===== config.mk =====
export PLATFORM = sky130hd
export DESIGN_NAME = seven_seg_mux_driver
export DESIGN_NICKNAME = d
export VERILOG_FILES = /design/src/rtl/seven_seg_pkg.sv /design/src/rtl/seven_seg_mux_driver_bin2bcd.sv /design/src/rtl/seven_seg_mux_driver.sv
export SDC_FILE = /design/constraint.sdc
export NUM_CORES = 1
export LEC_CHECK = 0
export CAP_MARGIN = 40
export CORE_ASPECT_RATIO = 0.8
export CORE_UTILIZATION = 64
export DETAILED_ROUTE_END_ITERATION = 10
export PLACE_DENSITY = 0.85
export SLEW_MARGIN = 20
export SYNTH_ARGS = -nofsm -noshare
export SYNTH_HDL_FRONTEND = slang
export SYNTH_SLANG_ARGS = --single-unit

===== constraint.sdc =====
create_clock -name clk -period 5.9 [get_ports clk]
set_input_delay 1.475 -clock clk [delete_from_list [all_inputs] [get_ports clk]]
set_output_delay 1.475 -clock clk [all_outputs]
set_load 0.05 [all_outputs]

===== src/rtl/seven_seg_pkg.sv =====
// Shared constants, segment encoding and converter state type for the
// multiplexed seven-segment score display.
package seven_seg_pkg;

  // Segment vectors are {g,f,e,d,c,b,a}, active-low.
  localparam logic [6:0] SEG_BLANK = 7'b1111111;
  localparam logic [6:0] SEG_DASH  = 7'b0111111;

  typedef enum logic [1:0] {
    IDLE   = 2'd0,
    SHIFT  = 2'd1,
    COMMIT = 2'd2
  } conv_state_t;

  function automatic logic [6:0] digit_to_seg(input logic [3:0] d);
    case (d)
      4'd0:    return 7'b1000000;
      4'd1:    return 7'b1111001;
      4'd2:    return 7'b0100100;
      4'd3:    return 7'b0110000;
      4'd4:    return 7'b0011001;
      4'd5:    return 7'b0010010;
      4'd6:    return 7'b0000010;
      4'd7:    return 7'b1111000;
      4'd8:    return 7'b0000000;
      4'd9:    return 7'b0010000;
      default: return SEG_BLANK;
    endcase
  endfunction

  // Decimal digits needed to hold the largest w-bit unsigned value.
  function automatic int bcd_digits(input int w);
    longint lim;
    longint p;
    int     d;
    lim = (longint'(1) << w) - 1;
    p   = 10;
    d   = 1;
    for (int i = 0; i < 20; i++) begin
      if (p <= lim) begin
        p = p * 10;
        d = d + 1;
      end
    end
    return d;
  endfunction

  function automatic longint pow10(input int n);
    longint p;
    p = 1;
    for (int i = 0; i < n; i++) p = p * 10;
    return p;
  endfunction

endpackage


===== src/rtl/seven_seg_mux_driver_bin2bcd.sv =====
// Sequential double-dabble converter: one input bit per clock, with a
// start/busy/done handshake. start is only honoured while idle.
module bin2bcd_seq
  import seven_seg_pkg::*;
#(
  parameter int IN_W   = 8,
  parameter int DIGITS = 3
) (
  input  logic                clk,
  input  logic                rst_n,
  input  logic                start,
  input  logic [IN_W-1:0]     bin,
  output logic                busy,
  output logic                done,
  output logic [4*DIGITS-1:0] bcd,
  output conv_state_t         state_dbg
);

  localparam int CNT_W = $clog2(IN_W + 1);

  conv_state_t         state, state_nxt;
  logic [IN_W-1:0]     q;
  logic [CNT_W-1:0]    cnt;
  logic [4*DIGITS-1:0] bcd_adj;

  always_ff @(posedge clk or negedge rst_n) begin
    if (!rst_n) state <= IDLE;
    else        state <= state_nxt;
  end

  always_comb begin
    state_nxt = state;
    case (state)
      IDLE:    if (start) state_nxt = SHIFT;
      SHIFT:   if (cnt == CNT_W'(1)) state_nxt = COMMIT;
      COMMIT:  state_nxt = IDLE;
      default: state_nxt = IDLE;
    endcase
  end

  // Add-3 correction applied to every nibble before each shift.
  always_comb begin
    bcd_adj = bcd;
    for (int i = 0; i < DIGITS; i++) begin
      if (bcd[4*i +: 4] >= 4'd5) bcd_adj[4*i +: 4] = bcd[4*i +: 4] + 4'd3;
    end
  end

  always_ff @(posedge clk or negedge rst_n) begin
    if (!rst_n) begin
      q    <= '0;
      cnt  <= '0;
      bcd  <= '0;
      done <= 1'b0;
    end else begin
      done <= (state == COMMIT);
      if (state == IDLE && start) begin
        q   <= bin;
        bcd <= '0;
        cnt <= CNT_W'(IN_W);
      end else if (state == SHIFT) begin
        {bcd, q} <= {bcd_adj[4*DIGITS-2:0], q, 1'b0};
        cnt      <= cnt - 1'b1;
      end
    end
  end

  assign busy      = (state != IDLE);
  assign state_dbg = state;

endmodule


===== src/rtl/seven_seg_mux_driver.sv =====
// Scales a binary score, converts it to BCD and scans it onto a
// common-anode multiplexed display with blanking and overflow dashes.
module seven_seg_mux_driver
  import seven_seg_pkg::*;
#(
  parameter int NUM_DIGITS  = 4,
  parameter int VALUE_W     = 8,
  parameter int SCALE_DIV   = 5,
  parameter int REFRESH_CNT = 100000
) (
  input  logic                  clk,
  input  logic                  rst_n,
  input  logic [VALUE_W-1:0]    value,
  input  logic                  start,
  input  logic                  blank_lz,
  input  logic                  disp_en,
  output logic                  busy,
  output logic                  done,
  output logic                  overflow,
  output logic [6:0]            seg,
  output logic [NUM_DIGITS-1:0] an
);

  localparam int CONV_DIGITS = (bcd_digits(VALUE_W) > NUM_DIGITS) ?
                               bcd_digits(VALUE_W) : NUM_DIGITS;
  localparam int IDX_W = (NUM_DIGITS > 1) ? $clog2(NUM_DIGITS) : 1;
  localparam int PRE_W = $clog2(REFRESH_CNT);
  localparam logic [63:0] OVF_LIMIT = 64'(pow10(NUM_DIGITS));

  logic [VALUE_W-1:0]      scaled;
  logic                    ovf_pend;
  logic [4*CONV_DIGITS-1:0] conv_bcd;
  conv_state_t             conv_state;
  logic [4*NUM_DIGITS-1:0] disp_bcd;
  logic [PRE_W-1:0]        presc;
  logic [IDX_W-1:0]        idx;
  logic [3:0]              cur_digit;
  logic                    lz_blank;
  logic [6:0]              seg_nxt;
  logic [NUM_DIGITS-1:0]   an_nxt;

  assign scaled = value / VALUE_W'(SCALE_DIV);

  bin2bcd_seq #(
    .IN_W   (VALUE_W),
    .DIGITS (CONV_DIGITS)
  ) u_conv (
    .clk       (clk),
    .rst_n     (rst_n),
    .start     (start),
    .bin       (scaled),
    .busy      (busy),
    .done      (done),
    .bcd       (conv_bcd),
    .state_dbg (conv_state)
  );

  // Overflow is judged on the scaled value when it is accepted and only
  // becomes visible together with the result it belongs to.
  always_ff @(posedge clk or negedge rst_n) begin
    if (!rst_n) begin
      ovf_pend <= 1'b0;
      overflow <= 1'b0;
      disp_bcd <= '0;
    end else begin
      if (start && !busy) ovf_pend <= (64'(scaled) >= OVF_LIMIT);
      if (conv_state == COMMIT) begin
        disp_bcd <= conv_bcd[4*NUM_DIGITS-1:0];
        overflow <= ovf_pend;
      end
    end
  end

  always_ff @(posedge clk or negedge rst_n) begin
    if (!rst_n) begin
      presc <= '0;
      idx   <= '0;
    end else if (presc == PRE_W'(REFRESH_CNT - 1)) begin
      presc <= '0;
      idx   <= (idx == IDX_W'(NUM_DIGITS - 1)) ? '0 : idx + 1'b1;
    end else begin
      presc <= presc + 1'b1;
    end
  end

  always_comb begin
    cur_digit = disp_bcd[4*idx +: 4];
    lz_blank  = blank_lz && (idx != '0) && ((disp_bcd >> (4*idx)) == '0);
    if (overflow)      seg_nxt = SEG_DASH;
    else if (lz_blank) seg_nxt = SEG_BLANK;
    else               seg_nxt = digit_to_seg(cur_digit);
    an_nxt = ~(NUM_DIGITS'(1) << idx);
  end

  always_ff @(posedge clk or negedge rst_n) begin
    if (!rst_n) begin
      seg <= SEG_BLANK;
      an  <= '1;
    end else if (!disp_en) begin
      seg <= SEG_BLANK;
      an  <= '1;
    end else begin
      seg <= seg_nxt;
      an  <= an_nxt;
    end
  end

endmodule


* After elaboration in Yosys (flattened, before gate mapping)
Memories as Yosys holds them, arrays and structs flattened. Cells that the tools add are included.
Storage, ports and cells: register bits 77, ROM bits 112, input bits 13, output and inout port bits 14, memories 1
Memory list:
- (no name shown) | depth 16, width 7, rd ports 1, clocked after Yosys merged registers in 0, write ports 0, line seven_seg_pkg.sv:16 | case (d)
Cells by class: add/sub/neg operators 7, div/mod/pow operators 1, order comparisons 4, eq/ne operators 7, shift-type cells 3, mux-type cells 18, bitwise operators 1, reduce and logical (&&, ||, !) cells 9
Operators by type and width (count):
- 16-bit 2-to-1 mux | 2
- 4-bit 2-to-1 mux | 6
- 17-bit by 1-bit adder with 17-bit output, second input constant | 1
- 17-bit equality test, second input constant | 1
- 17-bit 2-to-1 mux | 1
- 4-bit by 3-bit greater-or-equal comparator with 1-bit output, second input constant | 4
- 16-bit logical NOT | 1
- 8-bit 2-to-1 mux | 2
- 16-bit by 5-bit indexed part select with 4-bit output | 1
- 16-bit by 4-bit right shift with 16-bit output | 1
- 7-bit 2-to-1 mux | 2
- 4-bit by 2-bit adder with 4-bit output, second input constant | 3
- 8-bit by 3-bit divider with 8-bit output, second input constant | 1
- 2-bit 2-to-1 mux | 3
- 2-bit nonzero test | 3
- 2-bit equality test, second input constant | 2
- 4-bit by 1-bit equality test with 1-bit output, second input constant | 1
- 4-bit NOT | 1
- 2-bit case mux with 2 select lines | 1
- 1-bit by 2-bit left shift with 4-bit output, first input constant | 1
- 4-bit by 1-bit subtractor with 4-bit output, second input constant | 1
- 3-bit by 2-bit adder with 3-bit output, second input constant | 1
- 1-bit logical AND | 3
- 3-bit 2-to-1 mux | 1
- 6 further kinds | 6

* Longest topological paths before layout
Gate-level depths: netlist of run 1.
word-level depth 5, depth in mapped cells 13, mapped depth without buffers 11

* By module
From an unflattened synthesis of run 1, not the netlist that was laid out.
Second synthesis, totals: cells, all modules 461, area total of the unflattened synthesis 4590.7 µm²
By module, submodules not included:
- seven_seg_mux_driver | times used 1, cells each 289, area an instance 2849.0 µm²
- bin2bcd_seq | times used 1, cells each 172, area an instance 1741.7 µm²

* Worst setup path before layout of run 1
No wires, ideal clock.
path type input port to flip-flop, start point input value[5], end point register u_conv.q[0], setup time 0.131 ns, data arrival time 3.379 ns, required time 5.769 ns, slack 2.389 ns, cell stages on the path 12, buffers on the path 2, path through buf_2 clkbuf_1 nand2b_1 xnor2_1 o211ai_1 nand2_1 ha_1 nor2_1 o2111ai_1 o2111a_1 o31ai_1 nand3_1
Between the ends: word-level cells in the longest chain between the ends 2
RTL lines:
- start, declared | line seven_seg_mux_driver.sv:13 | input logic [VALUE_W-1:0] value,
- 8-bit by 3-bit divider with 8-bit output | line seven_seg_mux_driver.sv:42 | assign scaled = value / VALUE_W'(SCALE_DIV);
- 8-bit 2-to-1 mux | line seven_seg_mux_driver_bin2bcd.sv:57 | if (state == IDLE && start) begin
- end signal, assigned | line seven_seg_mux_driver_bin2bcd.sv:58 | q <= bin;
- end signal, assigned | line seven_seg_mux_driver_bin2bcd.sv:62 | {bcd, q} <= {bcd_adj[4*DIGITS-2:0], q, 1'b0};
- end, declared | line seven_seg_mux_driver_bin2bcd.sv:22 | logic [IN_W-1:0] q;
Every way passes these cells. A chain may end at the register's enable or synchronous reset.

* Final worst setup path of run 1
start point input value[4], end point register u_conv.q[0]
Same word-level chain as after synthesis.

==> out/qor.csv, run 1 <==
stage,metric,value,unit
run_status,outcome,"finished, final reports clean",
cts,tritoncts,done,
drt,wire_per_inst,16.4,um
cts,clock_latency,0.36,ns
drt,routed-via-count,3509,
timing,rsz0062_at_grt,no,
pwr,vdd_ir_drop_max,0.210,mV
die,die_x,95.1,um
run,drv_cap,0,
logic_synthesis,yosysSeqAreaShare,0.437,
cts,htreeDepth,3,
pwr,power_frac_seq,0.400,
logic_synthesis,avgSynthCellArea,9.57,um^2
timing,relSlewSlack,0.497,
cts,cts.sinks,77,
die,die_h,76.5,um
timing,fin_setup_tns,0,ns
setup_path,cp.required,6.14,ns
pwr,powerDensity,416,nW/um^2
layout,drive_above_1_share,0.114,
placed_design,gp_congestion,0.869,
pwr,clockPowerShare,0.203,
pwr,p_comb_frac,0.397,
global_routing,grt_usage,0.288,
global_routing,grt_overflow,0,
die,core_area,6540,um^2
global_routing,grt_pass1_wl,16400,um
die,ios,27,
placed_design,hpwl,6550,um
cts,clkTransAtPathRegs,0.09,ns
timing,setup_violations,0,
drt,drt-total-wl,9250,um
timing,hold_viol,0,
layout,fill_cells,456,
layout,register_area,1940,um^2
die,rows,26,
timing,finClkSkew,0.0117,ns
logic_synthesis,syn_area,4440,um^2
die,initial_core_util,0.679,
layout,layout_common_cells,"dfrtp_1 (66), nand2_1 (48), o21ai_0 (37)",
setup_path,criticalPathCategory,in2reg,
timing,tightest_slew,0.752,ns
global_routing,grt_pass1_vias,3449,
pwr,p_switching,0.000829,W
pwr,p_leak,2.15,nW
timing,holdWs,0.482,ns
logic_synthesis,yosysUniqueCellTypes,61,
logic_synthesis,syn_nets,499,
logic_synthesis,synth_edf_count,0,
die,die-area,7280,um^2
cts,post_cts_resize_count,0,
timing,slew_violations,0,
logic_synthesis,synthFlopType,dfrtp_1,
timing,finalCritPeriodShare,0.710,
layout,layout_commonest_cell,dfrtp_1,
timing,fin_crit,4.19,ns
logic_synthesis,synthCells,464,
layout,nNetsFinal,511,
cts,postCtsSetupBuffers,0,
layout,multiInputGateArea,2270,um^2
drt,drc,0,
placed_design,dpl_cell_area,4700,um^2
cts,cts_max_path_buffers,2,
logic_synthesis,synthArstFlopShare,1.00,
logic_synthesis,ys_seq_elements,77,
drt,vias_per_cell,6.21,
setup_path,cp-end-kind,flop,
drt,drt_iter0_drc,278,
global_routing,antenna_found_initial,0,
setup_path,crit_fanout,21,
global_routing,grt_max_degree,49,
drt,firstDrtPassIters,4,
drt,antenna_left,0,
cts,cts_hold_buf,0,
placed_design,io_buffers,25,
pwr,p_sw_frac,0.404,
timing,max_freq,0.239,GHz
setup_path,start_kind,input pin,
logic_synthesis,yosysWarnings,0,
layout,final_area,4930,um^2
layout,area_delta_synth_final,11.1,%
cts,cts_root_buf,clkbuf_8,
setup_path,regToRegSetupSlack,3.31,ns
worst_hold_path,worstHoldPathType,reg2reg,
layout,n_antenna_cell,0,
setup_path,cp_data_arrival_time,4.43,ns
pwr,p_int,0.00122,W
cts,cts_buffers,9,
-- final timing paths --
kind                       startpoint             to  cells after the start
setup / recovery             value[4]    u_conv.q[0]                     11
hold / removal               presc[4]       presc[4]                      1
setup reg to reg               idx[1]         seg[3]                      7
hold reg to reg              presc[4]       presc[4]                      1
max in group asynchronous       rst_n         seg[6]                      2
min in group asynchronous       rst_n  u_conv.bcd[4]                      1
-- critical path: stages --
cell and delay [ns]:
clkdlybuf4s50_1 0.87, nor4b_1 0.51, a21oi_1 0.16, o211ai_1 0.14
nand2_1 0.20, ha_1 0.30, nor2_1 0.12, o2111ai_1 0.11
o2111a_1 0.17, o31ai_1 0.25, nand3_1 0.11
-- metrics by stage --
step | utilization | std cells | power [W] | worst slack (ns)
CTS | 0.750 | 563 | 0.00205 | 1.78
global placement | 0.715 | 546 | 0.00158 | 1.55
detailed placement | 0.719 | 547 | 0.00163 | 1.41
finish | 0.754 | 565 | 0.00205 | 1.71
floorplan | - | 464 | 0.00140 | 2.39
global route | 0.754 | 565 | 0.00220 | 1.42
-- kinds of logic (layout without fill, tap and decap cells) --
family                   count (synthesis)  in the layout  synth area share
XOR/XNOR                                28             28            0.0552
AO/OA/AOI/OAI                           99             99             0.146
AND/OR/NAND/NOR                        166            166             0.197
flip-flops                              77             77             0.437
other                                    1              1          0.000845
multiplexers                            17             17            0.0496
buffers and inverters                   54             71            0.0516
adder cells (fa/ha/maj)                 22             22            0.0620
-- sequential cells by signal (all words and copies together), names as in the netlist --
signal,cells
u_conv.state_dbg,2
seg,7
idx,2
u_conv.cnt,4
u_conv.done,1
u_conv.q,8
u_conv.bcd,16
presc,17
disp_bcd,16
an,4
-- layout make-up --
type | count | share of cell area
clock buffer | 9 | 0.0251
clock inverter | 7 | 0.0167
inverter | 25 | 0.0190
multi-input combinational | 333 | 0.460
sequential | 77 | 0.393
tap | 84 | 0.0213
timing repair buffer | 30 | 0.0642
-- power by group through the flow --
stage	Sequential, W	Clock (W)	Combinational [W]
global route	0.000843	0.000446	0.000915
detailed placement	0.000829	0	0.000798
global placement	0.000816	0	0.000760
finish	0.000822	0.000416	0.000814
CTS	0.000819	0.000423	0.000807
floorplan	0.000857	0	0.000548
-- routing by layer --
metal | share of wire | wire [um] | track usage
met1 | 0.46 | 4280 | 0.406
met2 | 0.47 | 4380 | 0.445
met3 | 0.050 | 459 | 0.0659
met4 | 0.014 | 128 | 0.0788
met5 | 0 | 0 | 0
-- synthesized netlist by cell type, types with 5 or more instances --
| library cell | instances | share of area |
|---|---|---|
| ha_1 | 22 | 0.062 |
| nor2_1 | 32 | 0.027 |
| nor4bb_1 | 5 | 0.011 |
| buf_2 | 9 | 0.010 |
| nor3b_1 | 7 | 0.012 |
| clkbuf_1 | 15 | 0.013 |
| dfstp_2 | 11 | 0.065 |
| inv_1 | 25 | 0.021 |
| o31ai_1 | 10 | 0.017 |
| xnor2_1 | 14 | 0.028 |
| nand3_1 | 26 | 0.029 |
| a21oi_1 | 18 | 0.020 |
| o21ai_0 | 37 | 0.042 |
| dfrtp_1 | 66 | 0.37 |
| nor2b_1 | 5 | 0.0070 |
| nand2_1 | 48 | 0.041 |
| xor2_1 | 14 | 0.028 |
| mux2_2 | 10 | 0.025 |
| nand2b_1 | 8 | 0.011 |
Power figures use the tool's default switching activity.
==> run 2: changes to the inputs <==
CORE_UTILIZATION = 54   (was 64)
PLACE_DENSITY = 0.76   (was 0.85)
clock period = 3.8 ns   (was 5.9 ns; I/O delays follow)
==> run 2 against run 1 <==
- clock skew decreased by 0.0025 ns
- worst setup slack got worse by 1.3 ns
- global-route usage decreased by 5.7 points
- register-to-register slack got worse by 2.2 ns
- clock power increased by 35%
- critical path type unchanged
- largest power group is now combinational cells
- highest routed layer unchanged
==> out/qor.csv, run 2 (synthesis results as in run 1) <==
stage,metric,value,unit
run_status,outcome,"finished, final reports clean",
pwr,vdd_ir_drop_max,0.334,mV
cts,cts_buffers,9,
placed_design,io_buffers,25,
drt,wire_per_inst,15.0,um
layout,drive_above_1_share,0.139,
timing,fin_crit,3.34,ns
timing,finalCritPeriodShare,0.880,
placed_design,hpwl,6420,um
cts,clock_latency,0.35,ns
die,die_x,103,um
layout,area_delta_synth_final,13.6,%
layout,layout_commonest_cell,dfrtp_1,
cts,clkTransAtPathRegs,0.08,ns
cts,cts.sinks,77,
drt,firstDrtPassIters,4,
setup_path,cp_data_arrival_time,3.57,ns
layout,largest_reg_flops,17,
setup_path,start_kind,input pin,
timing,finClkSkew,0.00917,ns
die,die-area,8590,um^2
drt,drc,0,
die,core_area,7950,um^2
timing,hold_viol,0,
timing,setup_violations,0,
cts,htreeDepth,3,
timing,relSlewSlack,0.582,
cts,cts_hold_buf,0,
pwr,total_power,0.00312,W
global_routing,grt_pass1_vias,3198,
drt,drt-total-wl,9070,um
setup_path,cp-end-kind,flop,
drt,routed-via-count,3440,
drt,vias_per_cell,5.70,
layout,n_antenna_cell,0,
layout,reg_top3,"presc x17, disp_bcd x16, u_conv.bcd x16",
die,ios,27,
global_routing,grt_pass1_wl,15400,um
timing,slew_violations,0,
timing,tightest_slew,0.620,ns
die,die_h,83.1,um
timing,rsz0062_at_grt,no,
drt,drt_iter0_drc,199,
timing,holdWs,0.465,ns
timing,fin_setup_tns,0,ns
layout,top_register,presc,
setup_path,crit_fanout,15,
cts,cts_max_path_buffers,2,
setup_path,criticalPathCategory,in2reg,
timing,max_freq,0.299,GHz
pwr,powerDensity,619,nW/um^2
die,rows,29,
drt,antenna_left,0,
placed_design,gp_congestion,0.840,
cts,tritoncts,done,
pwr,p_leak,2.22,nW
global_routing,grt_usage,0.231,
run,drv_cap,0,
global_routing,antenna_found_initial,0,
die,initial_core_util,0.559,
cts,cts_root_buf,clkbuf_8,
worst_hold_path,worstHoldPathType,in2async,
global_routing,grt_max_degree,60,
layout,nNetsFinal,526,
global_routing,grt_overflow,0,
cts,postCtsSetupBuffers,0,
layout,layout_common_cells,"dfrtp_1 (66), nand2_1 (48), o21ai_0 (37)",
cts,post_cts_resize_count,0,
setup_path,cp.required,4.03,ns
[run 2: final cells by class]
type	count	area (um^2)
inverters	25	93.8
clock inverters	4	22.5
clock buffers	12	155
well taps	108	135
fillers	616	2900
repair buffers	45	425
multi-input cells	333	2270
flip-flops and latches	77	1940
[run 2: worst paths after layout]
kind                            cells after the start  startpoint  slack (ns)       endpoint
worst max register to register                      7      idx[1]        1.13         seg[0]
worst max-delay path                               11    value[6]        0.46    u_conv.q[0]
min in group clk                                    1    presc[4]        0.48       presc[4]
worst min-delay path                                1       rst_n        0.47  u_conv.bcd[3]
worst min register to register                      1    presc[4]        0.48       presc[4]
max in group asynchronous                           2       rst_n        2.77         idx[1]
[run 2: stage by stage]
step / util / cell area, um^2 / setup WS (ns) / cells
5_1_grt: 0.635 / 5040 / 0.220 / 604
3_5_place_dp: 0.609 / 4840 / 0.159 / 586
3_3_place_gp: 0.606 / 4810 / 0.136 / 585
4_1_cts: 0.632 / 5020 / 0.521 / 602
2_1_floorplan: - / 4440 / 0.814 / 464
6_report: 0.635 / 5040 / 0.457 / 604
[run 2: layer usage]
metal	vias up	share of wire	GRT usage
met4	0	0.0046	0.0602
li1	1694	-	-
met2	64	0.44	0.334
met5	-	0	0
met1	1676	0.51	0.353
met3	6	0.039	0.0463
[run 2: worst max-delay path: stages]
cell	delay [ns]
clkdlybuf4s50_1	0.67
nor4b_1	0.58
a21oi_1	0.15
o211ai_1	0.13
nand2_1	0.12
ha_1	0.25
nor2_1	0.12
o2111ai_1	0.11
o2111a_1	0.16
o31ai_1	0.23
nand3_1	0.10
[run 2: power breakdown]
part	internal (W)	switching, W
sequential	0.00108	0.000195
combinational	0.000525	0.000761
clock	0.000270	0.000292
total	0.00187	0.00125
